<file path="src/rtl/pong_vga_pkg.sv">
// Shared constants and types for the pong VGA pixel path: raster geometry
// defaults, coordinate width, the motion block's reset position and the
// coordinate clamp helper used when BALL_CLAMP_EN is defined.
package pong_vga_pkg;

  localparam int COORD_W        = 11;
  localparam int RGB_W          = 12;
  localparam int H_ACTIVE_DEF   = 800;
  localparam int V_ACTIVE_DEF   = 600;

  typedef logic [COORD_W-1:0] coord_t;

  typedef struct packed {
    coord_t x;
    coord_t y;
  } pos_t;

  localparam coord_t RST_X   = coord_t'(395);
  localparam coord_t RST_Y   = coord_t'(0);
  localparam pos_t   RST_POS = '{x: RST_X, y: RST_Y};

  // Clamp one coordinate into [lo, hi]. A value with its two top bits set is
  // the wrapped result of a subtraction below zero, so it goes to the low
  // bound instead of being read as a huge positive number.
  function automatic coord_t clamp_coord(input coord_t v, input coord_t lo,
                                         input coord_t hi);
    if (v[COORD_W-1:COORD_W-2] == 2'b11) return lo;
    else if (v < lo)                     return lo;
    else if (v > hi)                     return hi;
    else                                 return v;
  endfunction

endpackage

</file>
<file path="src/rtl/ball_disc_cmp.sv">
// Disc membership test: stage 1 registers the signed offsets of the raster
// position from the ball centre, stage 2 forms the squared distance and
// compares it against the squared radius. hit is valid one clock after the
// inputs; the caller registers it to complete the second stage.
module ball_disc_cmp
  import pong_vga_pkg::*;
#(
  parameter int BALL_R = 8
) (
  input  logic   clk,
  input  logic   rst,
  input  coord_t raster_x,
  input  coord_t raster_y,
  input  coord_t centre_x,
  input  coord_t centre_y,
  input  logic   video_on,
  output logic   hit
);

  localparam logic [23:0] R_SQ = 24'(BALL_R * BALL_R);

  logic signed [11:0] dx;
  logic signed [11:0] dy;
  logic               video_on_d1;

  logic signed [23:0] dx_w;
  logic signed [23:0] dy_w;
  logic        [23:0] dist_sq;

  // Stage 1: offsets from the centre, with video_on kept in step.
  always_ff @(posedge clk) begin
    // NOTE: pipeline registers are reset too, so a stale "visible" flag from
    // before reset can never produce a ball pixel in the first cycles after it.
    if (rst) begin
      dx          <= '0;
      dy          <= '0;
      video_on_d1 <= 1'b0;
    end else begin
      dx          <= $signed({1'b0, raster_x} - {1'b0, centre_x});
      dy          <= $signed({1'b0, raster_y} - {1'b0, centre_y});
      video_on_d1 <= video_on;
    end
  end

  // Stage 2: squared distance; |dx|,|dy| <= 2047 so the sum fits in 24 bits.
  always_comb begin
    dx_w    = 24'(dx);
    dy_w    = 24'(dy);
    dist_sq = $unsigned(dx_w * dx_w) + $unsigned(dy_w * dy_w);
    hit     = (dist_sq <= R_SQ) && video_on_d1;
  end

endmodule

</file>
<file path="src/rtl/ball_renderer.sv">
// Ball renderer: latches ball positions from the motion block, commits them
// once per frame at the start of vertical blank, and flags raster pixels that
// fall inside the ball disc with a fixed 2-clock latency.
// Optional build macro BALL_CLAMP_EN: clamp the committed centre so the whole
// disc stays on screen.
module ball_renderer
  import pong_vga_pkg::*;
#(
  parameter int                BALL_R   = 8,
  parameter int                H_ACTIVE = H_ACTIVE_DEF,
  parameter int                V_ACTIVE = V_ACTIVE_DEF,
  parameter logic [RGB_W-1:0]  BALL_RGB = 12'hFFF
) (
  input  logic               clk,
  input  logic               rst_n,       // synchronous, active-high
  input  logic [COORD_W-1:0] new_x,
  input  logic [COORD_W-1:0] new_y,
  input  logic               loc_valid,
  input  logic [COORD_W-1:0] hcount,
  input  logic [COORD_W-1:0] vcount,
  input  logic               video_on,
  output logic               frame_done,
  output logic               ball_pixel,
  output logic [RGB_W-1:0]   ball_rgb,
  output logic [COORD_W-1:0] disp_x,
  output logic [COORD_W-1:0] disp_y
);

  // Reject geometries where the disc cannot fit inside the visible area.
  if (BALL_R < 1 || BALL_R > 63 || H_ACTIVE <= 2 * BALL_R ||
      V_ACTIVE <= 2 * BALL_R) begin : g_bad_cfg
    $error("ball_renderer: unsupported BALL_R/H_ACTIVE/V_ACTIVE combination");
  end

  localparam coord_t V_COMMIT = coord_t'(V_ACTIVE);

  pos_t pending;
  pos_t committed;
  pos_t commit_pos;
  logic commit;
  logic hit;

  // First pixel of the first vblank line: the raster is off-screen, so the
  // displayed centre can change here without tearing a visible frame.
  assign commit = (hcount == '0) && (vcount == V_COMMIT);

`ifdef BALL_CLAMP_EN
  localparam coord_t X_LO = coord_t'(BALL_R);
  localparam coord_t X_HI = coord_t'(H_ACTIVE - 1 - BALL_R);
  localparam coord_t Y_LO = coord_t'(BALL_R);
  localparam coord_t Y_HI = coord_t'(V_ACTIVE - 1 - BALL_R);

  // Keep the whole disc on screen.
  always_comb begin
    commit_pos.x = clamp_coord(pending.x, X_LO, X_HI);
    commit_pos.y = clamp_coord(pending.y, Y_LO, Y_HI);
  end
`else
  // Commit the raw position; an off-screen centre simply draws less.
  always_comb begin
    commit_pos = pending;
  end
`endif

  // Position capture and frame-boundary commit.
  always_ff @(posedge clk) begin
    if (rst_n) begin
      pending    <= RST_POS;
      committed  <= RST_POS;
      frame_done <= 1'b0;
    end else begin
      // NOTE: non-blocking updates mean a strobe landing on the commit cycle
      // writes pending while committed still takes pending's old value.
      if (loc_valid) pending <= '{x: new_x, y: new_y};
      if (commit)    committed <= commit_pos;
      frame_done <= commit;
    end
  end

  ball_disc_cmp #(
    .BALL_R (BALL_R)
  ) u_disc (
    .clk      (clk),
    .rst      (rst_n),
    .raster_x (hcount),
    .raster_y (vcount),
    .centre_x (committed.x),
    .centre_y (committed.y),
    .video_on (video_on),
    .hit      (hit)
  );

  // Second pipeline stage: register the hit flag and the colour it selects.
  always_ff @(posedge clk) begin
    if (rst_n) begin
      ball_pixel <= 1'b0;
      ball_rgb   <= '0;
    end else begin
      ball_pixel <= hit;
      ball_rgb   <= hit ? BALL_RGB : '0;
    end
  end

  assign disp_x = committed.x;
  assign disp_y = committed.y;

endmodule

</file>
<file path="config.mk">
export PLATFORM = sky130hd
export DESIGN_NAME = ball_renderer
export DESIGN_NICKNAME = d
export VERILOG_FILES = /design/src/rtl/pong_vga_pkg.sv /design/src/rtl/ball_disc_cmp.sv /design/src/rtl/ball_renderer.sv
export SDC_FILE = /design/constraint.sdc
export NUM_CORES = 1
export LEC_CHECK = 0
export ABC_AREA = 1
export BUFFER_PORTS_ARGS = -buffer_cell sky130_fd_sc_hd__buf_4
export CAP_MARGIN = 15
export CORE_MARGIN = 2
export CORE_UTILIZATION = 40
export DETAILED_ROUTE_END_ITERATION = 7
export SYNTH_ARGS = -nofsm -noshare
export SYNTH_HDL_FRONTEND = slang
export SYNTH_SLANG_ARGS = --single-unit
export TNS_END_PERCENT = 100
</file>
<file path="constraint.sdc">
create_clock -name clk -period 6.04 [get_ports clk]
set_input_delay 0.604 -clock clk [delete_from_list [all_inputs] [get_ports clk]]
set_output_delay 0.604 -clock clk [all_outputs]
set_load 0.02 [all_outputs]
</file>
==> results_dict.tcl <==
set metrics [dict create \
    syn-mean-instance-area_sq_um 8.20 \
    cts_buffer_depth 2 \
    crit_path_start_kind "flop" \
    cts_tree "done" \
    fillers 3236 \
    leakage_nw 8.99 \
    top_level_ports 84 \
    pwr_density_cell_mw_per_mm2 489 \
    die_h_microns 188 \
    cap_violations 0 \
    synth_cell_types 38 \
    skew_ps 9.97 \
    grt_pass1_vias 11000 \
    rows 67 \
    busiest_layer "met2" \
    relSlewSlack_pct 57.0 \
    first_pass_iters 5 \
    worst_ep_arrival_time_ps 6220 \
    track_usage_pct 18.8 \
    cts_root_buf "clkbuf_16" \
    synth_edf_count 0 \
    synth_top_family_by_area "adder cells" \
    hp-class "flop to flop" \
    grtUsageMet3_pct 3.13 \
    syn_inst 1642 \
    clockPowerShare_pct 7.1 \
    drt_iter0_markers 460 \
    synth.area.top_cells "fa_1 42%, inv_1 14%, dfxtp_1 11%" \
    initial_core_util_pct 40.4 \
    cts_max_level 3 \
    synth_xor_area_share_pct 1.17 \
    syn_nets 2085 \
    ys_seq_elements 71 \
    synth-simple-area-share_pct 13.4 \
    wl_per_cell_microns 13.9 \
    multiInputGateArea_sq_mm 0.0103 \
    switchingPower_w 0.00387 \
    clock_sinks 71 \
    swShare_pct 49.1 \
    required_ps 6330 \
    rsz0062_at_grt "yes" \
    overflow 0 \
    grt_pass1_wl_mm 53.1 \
    post-route-period-util_pct 98.2 \
    critPathCapture "ball_rgb[10]" \
    die_w_microns 188 \
    synth-seq-area-share_pct 10.6 \
    via_per_inst 4.54 \
    worst_pin_slew_ps 645 \
    area_delta_synth_final_pct 19.4 \
    critical_path_class "flop to flop" \
    intPower_w 0.00400 \
    antennaDiodeCount 0 \
    synth_top_area_share_pct 42.1 \
    dieArea_sq_mm 0.0352 \
    hold_viol 0 \
    final_max_slew_viol_count 0 \
    io_buffers 83 \
    ys_async_sr_fraction_pct 0 \
    r2r-end "ball_rgb[10]" \
    synth.area.mux_share_pct 0 \
    hpwl_mm 27.8 \
    place_inst 2233 \
    via_count 10200 \
    ff_latch_area_sq_mm 0.00147 \
    cts.clk_slew.worst_paths_ps 70 \
    synth_compound_area_share_pct 6.26 \
    worstPathMaxFanout 6 \
    fin_cells 2258 \
    finalSetupViolations 0 \
    ys_warn_count 0 \
    critical_path.endpoint_type "flop" \
    drt_drc_violations_left 0 \
    grt_antenna_before_repair 1 \
    timing.rr.start "u_disc.dx[11]" \
    cp-startpoint "u_disc.dx[11]" \
    synthAdderAreaFrac_pct 52.5 \
    ir_drop_uv 459 \
    total_power_w 0.00787 \
    cts_buffers 9 \
    reg2reg_depth 22 \
    comb_power_share_pct 86.3 \
    yosys.area.top_type "fa_1" \
    nets 2248 \
    fin_setup_tns_ps 0 \
    grt_max_degree 62 \
    final_layout_size_suffix_gt1_share_pct 18.5 \
    met2_usage_pct 32.3 \
    seq_power_share_pct 6.6 \
    post-route-min-period_ps 5930 \
    coreArea_sq_mm 0.0334 \
    fmax_ghz 0.169 \
    place_congestion 0.852 \
    postRouteWirelength_mm 31.4 \
    holdBufCountCts 0 \
    insertion_delay_ps 340 \
    syn-cell-area_sq_mm 0.0135 \
    synthFlopType "dfxtp_1" \
    status "finished clean" \
    reg2reg_setup_slack_ps 110 \
    grt_use_met1_pct 24.7 \
    ant_nets 0 \
]
[critical path, stage by stage (launching register included)]
cell and delay (ps):
dfxtp_4 380, inv_1 80, or2_2 290, fa_1 490
inv_1 70, fa_1 550, fa_1 470, fa_1 570
fa_1 440, fa_1 490, inv_1 50, fa_1 470
inv_1 60, ha_4 240, a21oi_4 170, o21ai_0 100
or2_1 270, a21oi_2 130, xor2_1 150, nand4_1 110
nor2_1 120, nand3_1 70, nor2_1 90
[worst min-delay path by stage]
stage	end	startpoint	cells past startpoint
6_report	commit_pos[11]	commit_pos[11]	2
5_1_grt	commit_pos[7]	new_y[7]	3
4_1_cts	commit_pos[19]	commit_pos[19]	2
3_5_place_dp	commit_pos[19]	commit_pos[19]	2
3_3_place_gp	commit_pos[19]	commit_pos[19]	2
2_1_floorplan	commit_pos[11]	commit_pos[11]	2
[repair_timing]
| action | in CTS | in global routing |
|---|---|---|
| pin swaps | 7 | 48 |
| setup buffers | 2 | 7 |
| gates resized for setup | 29 | 96 |
| setup endpoints to repair | 1 | 1 |
[flip-flops by register name, summed over array words and instances, names as in the netlist]
signal              cells
ball_rgb                1
commit_pos             22
disp_x                 11
disp_y                 11
frame_done              1
u_disc.dx              12
u_disc.dy              12
u_disc.video_on_d1      1
[Yosys cell counts, types with 2 or more instances]
| cell type | count |
|---|---|
| a21oi_1 | 69 |
| o21ai_0 | 49 |
| nor2_1 | 95 |
| nand2_1 | 280 |
| ha_1 | 112 |
| nand4_1 | 8 |
| inv_1 | 506 |
| nor3_1 | 2 |
| o211ai_1 | 4 |
| or2_2 | 6 |
| o21bai_1 | 2 |
| buf_6 | 4 |
| nand3_1 | 35 |
| buf_4 | 12 |
| o21ai_1 | 15 |
| clkbuf_1 | 36 |
| a21oi_2 | 2 |
| nor3_2 | 2 |
| nand3b_1 | 4 |
| nor4_1 | 5 |
| xnor2_1 | 8 |
| a21o_1 | 4 |
| o21ai_2 | 2 |
| xor2_1 | 10 |
| dfxtp_1 | 71 |
| o21a_1 | 5 |
| fa_1 | 283 |
[placed cells by master, fill, tap and decap left out, drive strengths merged, types with 2 or more instances in the layout]
cell type,netlist,routed
inv,506,507
fa,283,283
o211ai,4,4
o21ai,66,66
nor3,4,4
nor4,5,5
nand3,35,35
or2,8,8
o21a,5,5
nand4,8,8
dfxtp,71,71
nor2,95,95
o21bai,2,2
xor2,10,10
xnor2,8,8
clkbuf,36,10
a21o,4,4
a21oi,71,71
clkinv,1,5
nand3b,4,4
nand2,282,282
ha,112,112
buf,16,204
[power groups by stage]
| stage | combinational (W) | sequential (W) | clock [W] |
|---|---|---|---|
| final | 0.00679 | 0.000523 | 0.000556 |
| after global routing | 0.00764 | 0.000525 | 0.000584 |
| after CTS | 0.00556 | 0.000523 | 0.000567 |
| after detailed placement | 0.00537 | 0.000532 | 0 |
| after global placement | 0.00531 | 0.000532 | 0 |
| after floorplan | 0.00360 | 0.000515 | 0 |
[layer usage]
layer	share of wire [%]	up-vias
li1	-	5070
met1	45	4929
met2	48	210
met3	4.9	40
met4	2.0	0
met5	0	-
[cell families after synthesis]
logic type | count (synthesis)
XOR/XNOR | 18
adder cells (fa/ha/maj) | 395
AND/OR/NAND/NOR | 443
AO/OA/AOI/OAI | 156
buffers and inverters | 559
flip-flops | 71
[layout make-up]
type,count,share of cell area [%]
Multi-Input combinational cell,1012,63.8
Inverter,507,11.9
Timing Repair Buffer,204,9.87
Sequential cell,71,9.16
Tap cell,448,3.49
Clock buffer,10,1.42
Clock inverter,6,0.436
[per-stage QoR]
| step | hold WS [ps] | setup WS [ps] | utilization (%) | instance area, sq um |
|---|---|---|---|---|
| floorplan | 429 | 35.5 | - | 13500 |
| global placement | 442 | -185 | 45.8 | 15300 |
| detailed placement | 444 | -210 | 45.8 | 15300 |
| CTS | 461 | 3.53 | 47.0 | 15700 |
| global route | 481 | -132 | 48.2 | 16100 |
| finish | 458 | 109 | 48.2 | 16100 |
No activity file was read; power rests on OpenSTA's default activity.
